--- src/rtl/disp_hex_capture_if.sv ---
// Display-side bus for the seven-segment capture block: scanned anode/segment
// inputs and the decoded digit, flag and strobe outputs.
interface disp_hex_capture_if;
  logic [3:0] an;
  logic [7:0] sseg;
  logic [3:0] hex3;
  logic [3:0] hex2;
  logic [3:0] hex1;
  logic [3:0] hex0;
  logic [3:0] dp_out;
  logic [3:0] digit_valid;
  logic [3:0] bad_code;
  logic       frame_done;
  logic       stall;

  modport master (
    output an, sseg,
    input  hex3, hex2, hex1, hex0, dp_out, digit_valid, bad_code, frame_done, stall
  );

  modport slave (
    input  an, sseg,
    output hex3, hex2, hex1, hex0, dp_out, digit_valid, bad_code, frame_done, stall
  );
endinterface

--- src/rtl/disp_hex_capture.sv ---
// Recovers hex digits from a 4-digit time-multiplexed seven-segment scan once
// each anode slot has held steady for STABLE_CYCLES+1 samples.
module disp_hex_capture #(
  parameter int unsigned STABLE_CYCLES = 4,
  parameter int unsigned STALL_W       = 20
) (
  input logic               clk,
  input logic               reset,
  disp_hex_capture_if.slave bus
);
  localparam logic [7:0]         CNT_FIRE  = 8'(STABLE_CYCLES - 1);
  localparam logic [7:0]         CNT_MAX   = 8'(STABLE_CYCLES);
  localparam logic [STALL_W-1:0] STALL_ONE = STALL_W'(1);

  logic [11:0]        r_s;
  logic [7:0]         r_cnt;
  logic [3:0]         r_hex [4];
  logic [3:0]         r_dp;
  logic [3:0]         r_valid;
  logic [3:0]         r_bad;
  logic [3:0]         r_seen;
  logic               r_frame;
  logic               r_stall;
  logic [STALL_W-1:0] r_stall_cnt;

  logic [11:0]        w_in;
  logic               w_same;
  logic               w_fire;
  logic               w_slot_ok;
  logic [1:0]         w_idx;
  logic [3:0]         w_mask;
  logic [3:0]         w_seen_nxt;
  logic               w_legal;
  logic [3:0]         w_dec;
  logic [STALL_W-1:0] w_stall_inc;

  assign w_in   = {bus.an, bus.sseg};
  assign w_same = (w_in == r_s);
  // Count saturates at STABLE_CYCLES, so the fire compare below matches once per stable run.
  assign w_fire = w_same && (r_cnt == CNT_FIRE);

  always_comb begin
    w_slot_ok = 1'b0;
    w_idx     = 2'd0;
    case (bus.an)
      4'b1110: begin w_slot_ok = 1'b1; w_idx = 2'd0; end
      4'b1101: begin w_slot_ok = 1'b1; w_idx = 2'd1; end
      4'b1011: begin w_slot_ok = 1'b1; w_idx = 2'd2; end
      4'b0111: begin w_slot_ok = 1'b1; w_idx = 2'd3; end
      default: ;
    endcase
  end

  assign w_mask      = w_slot_ok ? (4'b0001 << w_idx) : 4'b0000;
  assign w_seen_nxt  = r_seen | w_mask;
  assign w_stall_inc = (r_stall_cnt == '1) ? r_stall_cnt : r_stall_cnt + STALL_ONE;

  always_comb begin
    w_legal = 1'b1;
    w_dec   = 4'h0;
    case (bus.sseg[6:0])
      7'h40: w_dec = 4'h0;
      7'h79: w_dec = 4'h1;
      7'h24: w_dec = 4'h2;
      7'h30: w_dec = 4'h3;
      7'h19: w_dec = 4'h4;
      7'h12: w_dec = 4'h5;
      7'h02: w_dec = 4'h6;
      7'h78: w_dec = 4'h7;
      7'h00: w_dec = 4'h8;
      7'h10: w_dec = 4'h9;
      7'h08: w_dec = 4'hA;
      7'h03: w_dec = 4'hB;
      7'h46: w_dec = 4'hC;
      7'h21: w_dec = 4'hD;
      7'h06: w_dec = 4'hE;
      7'h0E: w_dec = 4'hF;
      default: w_legal = 1'b0;
    endcase
  end

  always_ff @(posedge clk) begin
    if (reset) begin
      r_s         <= {4'b1111, 8'hFF};
      r_cnt       <= '0;
      for (int unsigned i = 0; i < 4; i++) r_hex[i] <= '0;
      r_dp        <= '0;
      r_valid     <= '0;
      r_bad       <= '0;
      r_seen      <= '0;
      r_frame     <= 1'b0;
      r_stall     <= 1'b0;
      r_stall_cnt <= '0;
    end else begin
      r_s <= w_in;
      if (!w_same) begin
        r_cnt <= '0;
      end else if (r_cnt != CNT_MAX) begin
        r_cnt <= r_cnt + 8'd1;
      end

      r_frame <= 1'b0;
      if (w_fire && w_slot_ok) begin
        r_dp[w_idx]    <= ~bus.sseg[7];
        r_valid[w_idx] <= 1'b1;
        r_bad[w_idx]   <= ~w_legal;
        if (w_legal) r_hex[w_idx] <= w_dec;
        // The completing capture starts an empty frame rather than seeding the next one.
        if (w_seen_nxt == 4'b1111) begin
          r_seen  <= '0;
          r_frame <= 1'b1;
        end else begin
          r_seen <= w_seen_nxt;
        end
        r_stall_cnt <= '0;
        r_stall     <= 1'b0;
      end else begin
        r_stall_cnt <= w_stall_inc;
        r_stall     <= (w_stall_inc == '1);
      end
    end
  end

  assign bus.hex0        = r_hex[0];
  assign bus.hex1        = r_hex[1];
  assign bus.hex2        = r_hex[2];
  assign bus.hex3        = r_hex[3];
  assign bus.dp_out      = r_dp;
  assign bus.digit_valid = r_valid;
  assign bus.bad_code    = r_bad;
  assign bus.frame_done  = r_frame;
  assign bus.stall       = r_stall;
endmodule

--- src/flat_wrapper.sv ---
// flat-port wrapper written by rule: the top's interface ports become plain ports
module disp_hex_capture_flat 
#(
  parameter int unsigned STABLE_CYCLES = 4,
  parameter int unsigned STALL_W       = 20
)
  (clk, reset, bus_an, bus_sseg, bus_hex3, bus_hex2, bus_hex1, bus_hex0, bus_dp_out, bus_digit_valid, bus_bad_code, bus_frame_done, bus_stall);
  disp_hex_capture_if bus_i ();
  input logic clk;
  input logic reset;
  input wire logic [$bits(bus_i.an)-1:0] bus_an;
  input wire logic [$bits(bus_i.sseg)-1:0] bus_sseg;
  output wire logic [$bits(bus_i.hex3)-1:0] bus_hex3;
  output wire logic [$bits(bus_i.hex2)-1:0] bus_hex2;
  output wire logic [$bits(bus_i.hex1)-1:0] bus_hex1;
  output wire logic [$bits(bus_i.hex0)-1:0] bus_hex0;
  output wire logic [$bits(bus_i.dp_out)-1:0] bus_dp_out;
  output wire logic [$bits(bus_i.digit_valid)-1:0] bus_digit_valid;
  output wire logic [$bits(bus_i.bad_code)-1:0] bus_bad_code;
  output wire logic [$bits(bus_i.frame_done)-1:0] bus_frame_done;
  output wire logic [$bits(bus_i.stall)-1:0] bus_stall;
  assign bus_i.an = bus_an;
  assign bus_i.sseg = bus_sseg;
  assign bus_hex3 = bus_i.hex3;
  assign bus_hex2 = bus_i.hex2;
  assign bus_hex1 = bus_i.hex1;
  assign bus_hex0 = bus_i.hex0;
  assign bus_dp_out = bus_i.dp_out;
  assign bus_digit_valid = bus_i.digit_valid;
  assign bus_bad_code = bus_i.bad_code;
  assign bus_frame_done = bus_i.frame_done;
  assign bus_stall = bus_i.stall;
  disp_hex_capture #(.STABLE_CYCLES(STABLE_CYCLES), .STALL_W(STALL_W)) u_core (.clk(clk), .reset(reset), .bus(bus_i));
endmodule
--- config.mk ---
export PLATFORM = sky130hd
export DESIGN_NAME = disp_hex_capture_flat
export DESIGN_NICKNAME = d
export VERILOG_FILES = /design/src/rtl/disp_hex_capture_if.sv /design/src/rtl/disp_hex_capture.sv /design/src/flat_wrapper.sv
export SDC_FILE = /design/constraint.sdc
export NUM_CORES = 1
export LEC_CHECK = 0
export CAP_MARGIN = 20
export CORE_MARGIN = 2
export CORE_UTILIZATION = 30
export DETAILED_ROUTE_END_ITERATION = 8
export GPL_TIMING_DRIVEN = 0
export PLACE_DENSITY_LB_ADDON = 0.2
export SYNTH_ARGS = -nofsm -noshare
export SYNTH_HDL_FRONTEND = slang
export SYNTH_SLANG_ARGS = --single-unit
--- constraint.sdc ---
create_clock -name clk -period 2.4 [get_ports clk]
set_clock_uncertainty 0.05 [all_clocks]
set_input_delay 0.48 -clock clk [delete_from_list [all_inputs] [get_ports clk]]
set_output_delay 0.48 -clock clk [all_outputs]
set_load 0.1 [all_outputs]
==> reports/qor.yml <==
status:
  status: "complete, no violations"
cells_and_area:
  finish.utilization_pct: 39.32
  drive_gt1_share_pct: 19.60
  layout.nets: 466
  fin_area_sq_um: 4664
  diodes: 0
  num-fill-cells: 1182
  area_growth_pct: 29.13
floorplanning:
  dieArea_sq_um: 12930
  die_h_um: 113.7
  core_area_sq_um: 11860
  ioPinCount: 44
  die_x_um: 113.7
  start_util_pct: 30.45
  rows: 40
routing:
  drt_iter0_markers: 160
  first_pass_iters: 4
  ant_nets: 0
  drt_wl_total_um: 8299
  via_per_inst: 4.897
  avgRoutedWirePerCell_um: 13.81
  vias: 2943
  drc_errors: 0
grt:
  antenna_found_initial: 0
  grt_max_degree: 15
  gr-total-overflow: 0
  grt_pass1_wl_um: 13730
  grt_pass1_vias: 2779
  grtUsageTotal_pct: 13.46
logic_synthesis:
  synth_edf_count: 16
  ys_seq_area_share_pct: 45.45
  synthArstFlopShare_pct: 0
  synth.cell_area_sq_um: 3612
  synth_top_area_share_pct: 32.14
  ys_warn_count: 0
  synth_area_leaders: "dfxtp_1, edfxtp_1, nor2_1"
  synth_top_area_cell: "dfxtp_1"
  synth_fp_nets: 407
  avgSynthCellArea_sq_um: 9.262
  synth-seq-cells: 74
  synthDistinctLibCells: 60
  ys.flop_type: "dfxtp_1"
  netlist_instances: 390
setup_path:
  slowest_delay_ns: 1.14
  cp_slowest_cell: "clkdlybuf4s50_1"
  cp_num_buf_inv: 1
  worst_ep_arrival_time_ns: 1.83
  cp-start-kind: "register"
  path_delay_family: "buffers and inverters"
  crit_chain: "clkdlybuf4s50_1"
  required_ns: 1.87
  path_max_fanout: 2
  setup.worst_path.end_class: "output port"
  worstSetupPathType: "reg -> out"
timing:
  fmax_ghz: 0.4242
  grt_setup_unrepaired: "true"
  relSlewSlack_pct: 33.97
  tightest_slew_ns: 0.9874
  finalSetupTns_ns: 0
  finalCritPeriodShare_pct: 98.23
  maxSlewViolCount: 0
  hold_viol: 0
  layout_min_cycle_time_ns: 2.358
  setup_viol: 0
  whs_ns: 0.3699
power:
  p_total_mw: 2.896
  ir_drop_v: 0.0002789
  p_leak_nw: 1.679
  power.density_nw_per_um2: 620.8
clock_tree:
  cts_buffer_depth: 2
  htreeDepth: 3
  clock-root-buffer: "clkbuf_16"
  cts_buffers: 9
  path_clk_slew_ns: 0.06
  ctsHoldBuffers: 0
  clock_latency_ns: 0.33
  cts_tree: "built"
  clock_sinks: 74
place:
  port_buffers: 38
  dp_hpwl_um: 5983
  routabilityCongestion: 0.8650
  dpl-instance-area_sq_um: 4177
hold_path:
  hold_class: "in -> reg"
job:
  maxCapViolCount: 0
[layer usage]
metal  share of wire [%]  track usage (%)  vias to the layer above
met5                   0                0                        -
met4                0.89            4.472                        0
met3                 3.7            4.251                        5
met2                  47            21.28                       48
met1                  48            17.53                     1400
li1                    -                -                     1490
[report_power, final]
group          switching [mW]  total, mW  internal (mW)
registers              0.0133       1.31           1.29
clock network           0.516       1.32          0.808
logic                   0.172      0.266         0.0936
total                   0.701       2.90           2.19
[Yosys cell counts, types with 3 or more instances]
library cell and instances:
nand2_1 20, dfxtp_1 58, inv_1 16, edfxtp_1 16
nor2b_1 4, ha_1 3, nor3_1 7, nor4_1 4
nor3b_1 8, nor2_1 59, clkbuf_1 5, and3_1 7
or3_1 3, or2_2 18, and4_1 3, nor4bb_1 4
nand3_1 17, or3b_1 4, a211oi_1 5, xor2_1 22
a31oi_1 3, nand4_1 6, o21ai_0 6, buf_2 12
a21oi_1 19, nand2b_1 3, mux2i_1 3, buf_4 3
xnor2_1 12
[path summary, 6_finish.rpt]
kind	start	endpoint	slack, ns	cells after the start
max	u_core.bus.bad_code[0]	bus_bad_code[0]	0.04	1
min reg2reg	u_core.bus.digit_valid[1]	u_core.bus.digit_valid[1]	0.39	2
max reg2reg	u_core.r_cnt[7]	u_core.r_hex[1][2]	0.07	6
min	bus_an[2]	u_core.r_s[10]	0.37	2
[cells by family (layout without fill, tap and decap cells)]
| group | after synthesis | count (layout) | share of synthesized area, % |
|---|---|---|---|
| buffers and inverters | 38 | 101 | 5.092 |
| XOR/XNOR | 34 | 34 | 8.244 |
| flip-flops | 74 | 74 | 45.44 |
| adder cells (fa/ha/maj) | 3 | 3 | 1.039 |
| AO/OA/AOI/OAI | 58 | 58 | 11.67 |
| AND/OR/NAND/NOR | 178 | 179 | 27.05 |
| multiplexers | 5 | 5 | 1.455 |
[what timing repair did]
action                                  4_1_cts  5_1_grt
endpoints found under the setup margin       56       32
gates cloned                                  2        0
gates resized for setup                      28       14
endpoints found under the hold margin         0        0
pin swaps                                    12        3
buffers inserted                              8        0
[final cells by class]
type | count | area (sq um) | share of cell area [%]
multi-input cells | 279 | 1889 | 40.50
flip-flops and latches | 74 | 1649 | 35.35
repair buffers | 47 | 442.9 | 9.496
clock buffers | 10 | 229.0 | 4.909
well taps | 147 | 183.9 | 3.943
plain buffers | 22 | 142.6 | 3.058
clock inverters | 6 | 67.56 | 1.448
inverters | 16 | 60.06 | 1.288
[flip-flops by register name, indices dropped and copies added (netlist names)]
register                flops
u_core.r_hex               16
u_core.r_stall_cnt         20
u_core.bus.dp_out           4
u_core.bus.stall            1
u_core.r_seen               4
u_core.r_cnt                8
u_core.bus.frame_done       1
u_core.bus.bad_code         4
u_core.r_s                 12
u_core.bus.digit_valid      4
[layout by cell type, fill, tap and decap left out, drive strengths merged, types with 4 or more instances in the layout]
cell type / instances
nor2: 60
dfxtp: 58
clkdlybuf4s50: 28
buf: 23
xor2: 22
nand2: 20
a21oi: 20
clkbuf: 19
or2: 18
nand3: 18
inv: 17
edfxtp: 16
xnor2: 12
nor3b: 9
nor3: 8
and3: 7
o21ai: 6
nand4: 6
a211oi: 6
dlygate4sd2: 5
nor4: 5
or3b: 4
nor2b: 4
nor4bb: 4
or3: 4
[metrics by stage]
stage	worst slack, ns	instances
2_1_floorplan	0.02107	390
3_3_place_gp	-0.7666	575
3_5_place_dp	-0.7713	575
4_1_cts	0.01297	601
5_1_grt	-0.07920	601
6_report	0.04240	601
No activity file was read; power rests on OpenSTA's default activity.
